--- config.mk ---
export PLATFORM = sky130hd
export DESIGN_NAME = gshare_predictor
export DESIGN_NICKNAME = d
export VERILOG_FILES = /design/src/rtl/gshare_predictor_pkg.sv /design/src/rtl/bp_history.sv /design/src/rtl/gshare_predictor.sv
export SDC_FILE = /design/constraint.sdc
export NUM_CORES = 1
export LEC_CHECK = 0
export ABC_AREA = 1
export ABC_CLOCK_PERIOD_IN_PS = 2300
export BUFFER_PORTS_ARGS = -buffer_cell sky130_fd_sc_hd__buf_2
export CORE_MARGIN = 3
export CORE_UTILIZATION = 35
export CTS_CLUSTER_DIAMETER = 60
export DETAILED_ROUTE_END_ITERATION = 16
export PLACE_DENSITY = 0.58
export SLEW_MARGIN = 15
export SYNTH_ARGS = -nofsm -noshare
export SYNTH_HDL_FRONTEND = slang
export SYNTH_SLANG_ARGS = --single-unit
--- constraint.sdc ---
create_clock -name clk -period 2.3 [get_ports clk]
set_clock_uncertainty 0.05 [all_clocks]
set_input_delay 0.115 -clock clk [delete_from_list [all_inputs] [get_ports clk]]
set_output_delay 0.115 -clock clk [all_outputs]
set_load 0.01 [all_outputs]
--- src/rtl/gshare_predictor_pkg.sv ---
// Shared defaults and helpers for the gshare direction predictor.
`ifndef XLEN
`define XLEN 32
`endif

`ifndef BTB_INDEX_WIDTH
`define BTB_INDEX_WIDTH 6
`endif

package gshare_predictor_pkg;

    localparam int unsigned DEF_XLEN = `XLEN;

    localparam int unsigned DEF_INDEX_WIDTH = `BTB_INDEX_WIDTH;

    localparam int unsigned DEF_CTR_WIDTH = 2;

    // Saturating up/down step for counters up to 4 bits wide.
    function automatic logic [3:0] sat_step(input logic [3:0] ctr,
                                            input logic       taken,
                                            input logic [3:0] ctr_max);
        logic [3:0] r_next;
        r_next = ctr;
        if (taken) begin
            if (ctr != ctr_max) r_next = ctr + 4'd1;
        end else begin
            if (ctr != 4'd0) r_next = ctr - 4'd1;
        end
        return r_next;
    endfunction

endpackage

--- src/rtl/bp_history.sv ---
// Global history register: speculative shift on predicted branches,
// recovery from the snapshot carried with a mispredicted branch.
module bp_history #(
    parameter int unsigned HIST_WIDTH = 6
) (
    input  logic                  clk,
    input  logic                  reset_n,
    input  logic                  shift_en,
    input  logic                  shift_bit,
    input  logic                  recover_en,
    input  logic [HIST_WIDTH-1:0] recover_ghr,
    input  logic                  recover_bit,
    output logic [HIST_WIDTH-1:0] ghr
);

    logic [HIST_WIDTH-1:0] r_ghr;
    logic [HIST_WIDTH-1:0] w_shifted;
    logic [HIST_WIDTH-1:0] w_recovered;

    generate
        if (HIST_WIDTH == 1) begin : g_w1
            logic w_unused;
            assign w_unused    = ^recover_ghr;
            assign w_shifted   = shift_bit;
            assign w_recovered = recover_bit;
        end else begin : g_wn
            logic w_unused;
            assign w_unused    = recover_ghr[HIST_WIDTH-1];
            assign w_shifted   = {r_ghr[HIST_WIDTH-2:0], shift_bit};
            assign w_recovered = {recover_ghr[HIST_WIDTH-2:0], recover_bit};
        end
    endgenerate

    // Recovery takes priority over a same-cycle speculative shift.
    always_ff @(posedge clk or negedge reset_n) begin
        if (!reset_n) begin
            r_ghr <= '0;
        end else if (recover_en) begin
            r_ghr <= w_recovered;
        end else if (shift_en) begin
            r_ghr <= w_shifted;
        end
    end

    assign ghr = r_ghr;

endmodule

--- src/rtl/gshare_predictor.sv ---
// Gshare branch direction predictor: PC XOR global history indexes a
// table of saturating counters; resolution trains the table and repairs
// the history on a mispredict.
module gshare_predictor
    import gshare_predictor_pkg::*;
#(
    parameter int unsigned XLEN        = DEF_XLEN,
    parameter int unsigned INDEX_WIDTH = DEF_INDEX_WIDTH,
    parameter int unsigned HIST_WIDTH  = DEF_INDEX_WIDTH,
    parameter int unsigned CTR_WIDTH   = DEF_CTR_WIDTH,
    parameter int unsigned CTR_INIT    = 2 ** (CTR_WIDTH - 1)
) (
    input  logic                  clk,
    input  logic                  reset_n,
    input  logic [XLEN-1:0]       pc_if,
    input  logic                  predict_enable,
    input  logic                  spec_enable,
    output logic                  prediction,
    output logic [CTR_WIDTH-1:0]  predict_strength,
    output logic [HIST_WIDTH-1:0] predict_ghr,
    input  logic                  update_enable,
    input  logic                  is_branch,
    input  logic [XLEN-1:0]       pc_update,
    input  logic [HIST_WIDTH-1:0] update_ghr,
    input  logic                  branch_taken,
    input  logic                  mispredict,
    output logic [31:0]           branch_count,
    output logic [31:0]           mispredict_count
);

    localparam int unsigned DEPTH   = 2 ** INDEX_WIDTH;
    localparam logic [3:0]  CTR_MAX = 4'((1 << CTR_WIDTH) - 1);

    logic [CTR_WIDTH-1:0]   r_table [DEPTH];
    logic [31:0]            r_branch_count;
    logic [31:0]            r_mispredict_count;

    logic [HIST_WIDTH-1:0]  w_ghr;
    logic [INDEX_WIDTH-1:0] w_ghr_ext;
    logic [INDEX_WIDTH-1:0] w_upd_ghr_ext;
    logic [INDEX_WIDTH-1:0] w_pred_idx;
    logic [INDEX_WIDTH-1:0] w_upd_idx;
    logic [CTR_WIDTH-1:0]   w_strength;
    logic [CTR_WIDTH-1:0]   w_upd_next;
    logic                   w_upd_valid;
    logic                   w_recover;
    logic                   w_unused;

    assign w_unused = ^{pc_if[XLEN-1:INDEX_WIDTH+2], pc_if[1:0],
                        pc_update[XLEN-1:INDEX_WIDTH+2], pc_update[1:0]};

    // Zero-extend both history values to index width before hashing.
    always_comb begin
        w_ghr_ext                      = '0;
        w_ghr_ext[HIST_WIDTH-1:0]      = w_ghr;
        w_upd_ghr_ext                  = '0;
        w_upd_ghr_ext[HIST_WIDTH-1:0]  = update_ghr;
    end

    assign w_pred_idx  = pc_if[INDEX_WIDTH+1:2] ^ w_ghr_ext;
    assign w_upd_idx   = pc_update[INDEX_WIDTH+1:2] ^ w_upd_ghr_ext;
    assign w_upd_valid = update_enable && is_branch;
    assign w_recover   = w_upd_valid && mispredict;

    // Combinational lookup; a same-cycle update is only visible next cycle.
    always_comb begin
        w_strength = '0;
        if (predict_enable) w_strength = r_table[w_pred_idx];
    end

    assign predict_strength = w_strength;
    assign prediction       = w_strength[CTR_WIDTH-1];
    assign predict_ghr      = w_ghr;

    assign w_upd_next = CTR_WIDTH'(sat_step(4'(r_table[w_upd_idx]), branch_taken, CTR_MAX));

    // Pattern table training on qualified resolutions.
    always_ff @(posedge clk or negedge reset_n) begin
        if (!reset_n) begin
            for (int unsigned i = 0; i < DEPTH; i++) begin
                r_table[i] <= CTR_WIDTH'(CTR_INIT);
            end
        end else if (w_upd_valid) begin
            r_table[w_upd_idx] <= w_upd_next;
        end
    end

    // Performance counters, wrapping modulo 2**32.
    always_ff @(posedge clk or negedge reset_n) begin
        if (!reset_n) begin
            r_branch_count     <= '0;
            r_mispredict_count <= '0;
        end else begin
            if (w_upd_valid) r_branch_count     <= r_branch_count + 32'd1;
            if (w_recover)   r_mispredict_count <= r_mispredict_count + 32'd1;
        end
    end

    assign branch_count     = r_branch_count;
    assign mispredict_count = r_mispredict_count;

    bp_history #(
        .HIST_WIDTH (HIST_WIDTH)
    ) u_history (
        .clk         (clk),
        .reset_n     (reset_n),
        .shift_en    (predict_enable && spec_enable),
        .shift_bit   (prediction),
        .recover_en  (w_recover),
        .recover_ghr (update_ghr),
        .recover_bit (branch_taken),
        .ghr         (w_ghr)
    );

endmodule
# After elaboration in Yosys (flattened, before gate mapping)
# Index checks and enable logic that the tools add are counted.
dict set report totals {
  inputBits 78
  out_inout_bits 73
  romBits 0
  memories 0
  latch_bits 0
  ram_bits 0
  register_bits 198
}
dict set report op_classes {
  eq_ne 1
  multipliers 0
  reduce_logical 6
  n_div 0
  n_bitwise 4
  muxes 15
  n_lt_le_gt_ge 3
  addsub 4
  shifts 0
}
# cell n
set op_table {}
lappend op_table {{$bwmux 128} 1}
lappend op_table {{$add 32x1->32 const B} 2}
lappend op_table {{$bmux 2 s6} 2}
lappend op_table {{$mux 2} 9}
lappend op_table {{$ge 7x7->1 const B} 2}
lappend op_table {{$not 6->7} 2}
lappend op_table {{$demux 2 s6} 1}
lappend op_table {{$mux 6} 2}
lappend op_table {{$xor 6x6->6} 2}
lappend op_table {{$lt 7x1->1 const B} 1}
lappend op_table {{$logic_and 1x1->1} 4}
lappend op_table {{$reduce_bool 2->1} 2}
lappend op_table {{$add 2x1->2 const B} 1}
lappend op_table {{$ne 2x2->1 const B} 1}
lappend op_table {{$sub 2x1->2 const B} 1}

# Depth between registers and ports, before layout
dict set report depth {
  depth_word 9
  depth_mapped 18
}

# Cells and area by module
# From an unflattened synthesis, not the netlist that was laid out.
dict set report hier_totals {
  cells_unflattened 1707
  hier_area_um2 11989.0
}
# module area_per_inst_um2 cells_each instances
set modules_own_cells {}
lappend modules_own_cells {gshare_predictor 11718.7 1674 1}
lappend modules_own_cells {bp_history 270.3 33 1}

# Least setup slack after synthesis
# Ideal clock, no wire load.
dict set report synth_path {
  path_kind {register to output}
  start {reg u_history.r_ghr[2] (netlist: u_history.ghr[2])}
  end {out predict_strength[1]}
  stages_incl_launch_ff 10
  t_arrival_ns 1.946
  setup_slack_ns 0.189
  n_path_buf 2
  t_required_ns 2.135
  path_cell_list {dfrtp_1 -> xnor2_1 -> inv_1 -> clkbuf_1 -> nand3_1 -> nand3_1 -> nand3_1 -> nand3_1 -> and3_1 -> buf_4}
}
dict set report synth_via {
  elab_chain_cells 6
}
# element line
set synth_rtl {}
lappend synth_rtl {{start, declared} bp_history.sv:16} ;# logic [HIST_WIDTH-1:0] r_ghr;
lappend synth_rtl {{start signal, assigned} bp_history.sv:39} ;# r_ghr <= w_recovered;
lappend synth_rtl {{start signal, assigned} bp_history.sv:41} ;# r_ghr <= w_shifted;
lappend synth_rtl {{$xor 6x6->6} gshare_predictor.sv:60} ;# assign w_pred_idx = pc_if[INDEX_WIDTH+1:2] ^ w_ghr_ext;
lappend synth_rtl {{$not 6->7 (not written as such)} gshare_predictor.sv:68} ;# if (predict_enable) w_strength = r_table[w_pred_idx];
lappend synth_rtl {{$bmux 2 s6} gshare_predictor.sv:68}
lappend synth_rtl {{$mux 2 (not written as such) (2 in series)} gshare_predictor.sv:68}
lappend synth_rtl {{$mux 2} gshare_predictor.sv:68}
lappend synth_rtl {{end, declared} gshare_predictor.sv:19} ;# output logic [CTR_WIDTH-1:0] predict_strength,
# No other way between the ends. The select of a mux whose other input is x is not followed.

# Final worst setup path
dict set report layout_path {
  start {reg u_history.r_ghr[0] (netlist: u_history.ghr[0])}
  end {out predict_strength[0]}
}
# Same word-level chain as after synthesis.

==> flow_summary.ini <==
[run_status]
outcome = finished with violations
violations = negative setup slack

[grt]
antenna_found_initial = 0
grt_max_degree = 65
grt_pass1_vias = 11700
overflow = 0
grt_usage = 0.216
grt_first_pass_wirelength_mm = 62.3

[setup_path]
critPathMostFrequentCell = nand3_1
path_max_fanout = 14
setup.worst_path.start = u_history.ghr[0]$_DFFE_PN0P_
crit_chain = inv_4, nand2_4, nand2_8, buf_4, buf_12, o211ai_1, nand3_1, nand3_2, nand3_1, nand3_1, nand2_1, nor2_1, buf_2
end_kind = primary output
cp_data_arrival_time_ps = 2420
worstSetupEndpoint = predict_strength[0]
ff2ff_setup_slack_ps = 180
cpMaxStageDelayCell = dfrtp_2
critical_path_class = reg -> out
rr_worst_depth = 8
reg2reg_from = branch_count[0]$_DFFE_PN0P_
required_ps = 2130
worst_path_largest_cell_delay_ps = 450
critPathLaunchType = flop
rr_endpoint = branch_count[29]$_DFFE_PN0P_

[sta]
fmax_mhz = 386
tns_ps = -817
drv_slew = 0
setup_ws_ps = -288
worst_pin_slew_ps = 605
finalSetupViolCount = 3
max-slew-margin-rel = 0.596
finalCritPeriodShare = 1.13
hold_viol = 0
fin_crit_ps = 2590
rsz0062_at_grt = yes
hold_slack_ps = 25.1

[clock_network]
cts.sinks = 198
h-tree-depth = 4
cts_tree = done
cts-root-buf = clkbuf_16
clk_pin_slew_ps = 80
cts_buffer_depth = 2
cts_buffers = 17
clock_latency_ps = 460

[power]
power_leakage_nw = 7.23
peakVddDrop_v = 0.000597
p_per_area_mw_per_mm2 = 805

[cells_and_area]
fillCellCount = 3372
postLayoutCoreUtil = 0.448
area_growth_pct = 25.3
final_cell_mix = 595 x nand2_1, 277 x inv_1, 250 x nand3_1
final-instance-count-excl-fill = 2349
drive_above_1_share = 0.187
layout_commonest_cell = nand2_1
multiInputGateArea_mm2 = 0.00595
stdcell_area_mm2 = 0.0151
seq_area_mm2 = 0.00504
final_nets = 1968
num_antenna_cells = 0

[placement]
place_area_mm2 = 0.0135
globalplace.congestion = 0.887
dp.cells = 2271
dp_hpwl_mm = 25.1
port_buffers = 98

[drt]
vias = 12000
post_drt_wl_per_cell_um = 17.5
avgViaCountPerCell = 5.10
first_pass_iters = 5
drc_errors = 0
ant_nets = 0
drt_iter0_markers = 1175
wl_mm = 41.2

[floorplan]
coreArea_mm2 = 0.0337
dieHeight_um = 192
die_w_um = 192
io_pins = 151
row_count = 67
dieArea_mm2 = 0.0367
initial_utilization = 0.358

[synthesis]
synth_area_leaders = dfrtp_1 28%, nand2_1 19%, dfstp_2 14%, nand3_1 11%, inv_1 8.7%
yosysUniqueCellTypes = 35
netlist_area_mm2 = 0.0121
synth_top_area_cell = dfrtp_1
syn-num-nets = 1818
seq_area_frac_synth = 0.418
netlist_instances = 1738
ys.flop_type = dfrtp_1
ys_ff_latch = 198
yosysWarnings = 0
synthArstFlopShare = 1.00
avgSynthCellArea_um2 = 6.94
synth_top_area_share = 0.278
synth_edf_count = 0

[run]
cap_violations = 0

[worst_hold_path]
hp-class = in -> reg
## cells by family (layout without fill, tap and decap cells)
kind of cell	after synthesis	after routing	share of synthesized area
and+or+nand+nor	1053	1054	0.370
adders and majority gates	2	2	0.00208
buffers and inverters	349	511	0.119
xor gates and xnor gates	71	71	0.0528
DFF	198	198	0.418
AOI/OAI and AO/OA	65	65	0.0383
## stage by stage
stage | total power, mW | worst slack [ps]
2_1_floorplan | 6.73 | 189
3_3_place_gp | 8.07 | 112
3_5_place_dp | 8.12 | 81.4
4_1_cts | 11.6 | -264
5_1_grt | 12.8 | -383
6_report | 12.2 | -288
## area by class of cell
| class | instances | area share |
|---|---|---|
| Inverter | 281 | 0.0702 |
| Tap cell | 448 | 0.0371 |
| Timing Repair Buffer | 198 | 0.126 |
| Multi-Input combinational cell | 1192 | 0.394 |
| Clock inverter | 14 | 0.0103 |
| Sequential cell | 198 | 0.334 |
| Clock buffer | 18 | 0.0291 |
## how the worst min path moves through the flow
stage | to | slack, ps | cells past startpoint | start
finish | branch_count[1]$_DFFE_PN0P_ | 30 | 4 | is_branch
floorplan | branch_count[0]$_DFFE_PN0P_ | -230 | 0 | reset_n
global route | u_history.ghr[2]$_DFFE_PN0P_ | 50 | 4 | spec_enable
detailed placement | r_table[66]$_DFFE_PN0P_ | 40 | 1 | reset_n
global placement | r_table[66]$_DFFE_PN0P_ | 40 | 1 | reset_n
CTS | branch_count[1]$_DFFE_PN0P_ | 10 | 4 | is_branch
## sequential cells by signal, indices dropped and copies added, names as in the netlist
register,flops
mispredict_count,32
branch_count,32
r_table,128
u_history.ghr,6
## synth_stat cells, types with 2 or more instances
master and count:
nand2_1 606, inv_1 279, clkbuf_1 32, nor4_1 8, nand3_1 272, o221ai_1 2, ha_1 2, nand2_4 2
xnor2_1 30, o21ai_0 9, dfstp_2 64, buf_4 15, o22ai_1 3, o211ai_1 50, nand2_2 2, nand3b_1 2
buf_2 15, dfrtp_1 134, nor3_1 51, buf_6 6, nor2_1 89, nand4_1 14, xor2_1 39
## timing repair
item                                    4_1_cts  5_1_grt
cloned                                        6       15
gates resized for setup                      32       63
pin swaps                                    12       35
setup buffers                                 5       16
endpoints found under the setup margin        3      136
hold endpoints to repair                    159        0
hold buffers                                  7        0
## worst max-delay path: cells and delay by family (launching register included)
family                 cells  cell delay (ps)
flip-flops                 1              450
AO/OA/AOI/OAI              1              190
AND/OR/NAND/NOR            8              810
buffers and inverters      4              500
## report_power, final
part           total (mW)  leakage [nW]  switching [mW]  internal [mW]
Combinational        4.54          4.53            2.69           1.85
Sequential           4.54          2.42           0.432           4.11
Clock                3.08         0.289            1.59           1.49
## metal layers
layer	vias up	track usage	part of all wire
met4	0	0.0714	0.029
met5	-	0	0
met3	68	0.0387	0.075
li1	5725	-	-
met1	5728	0.287	0.43
met2	459	0.355	0.47
No activity file was read; power rests on OpenSTA's default activity.
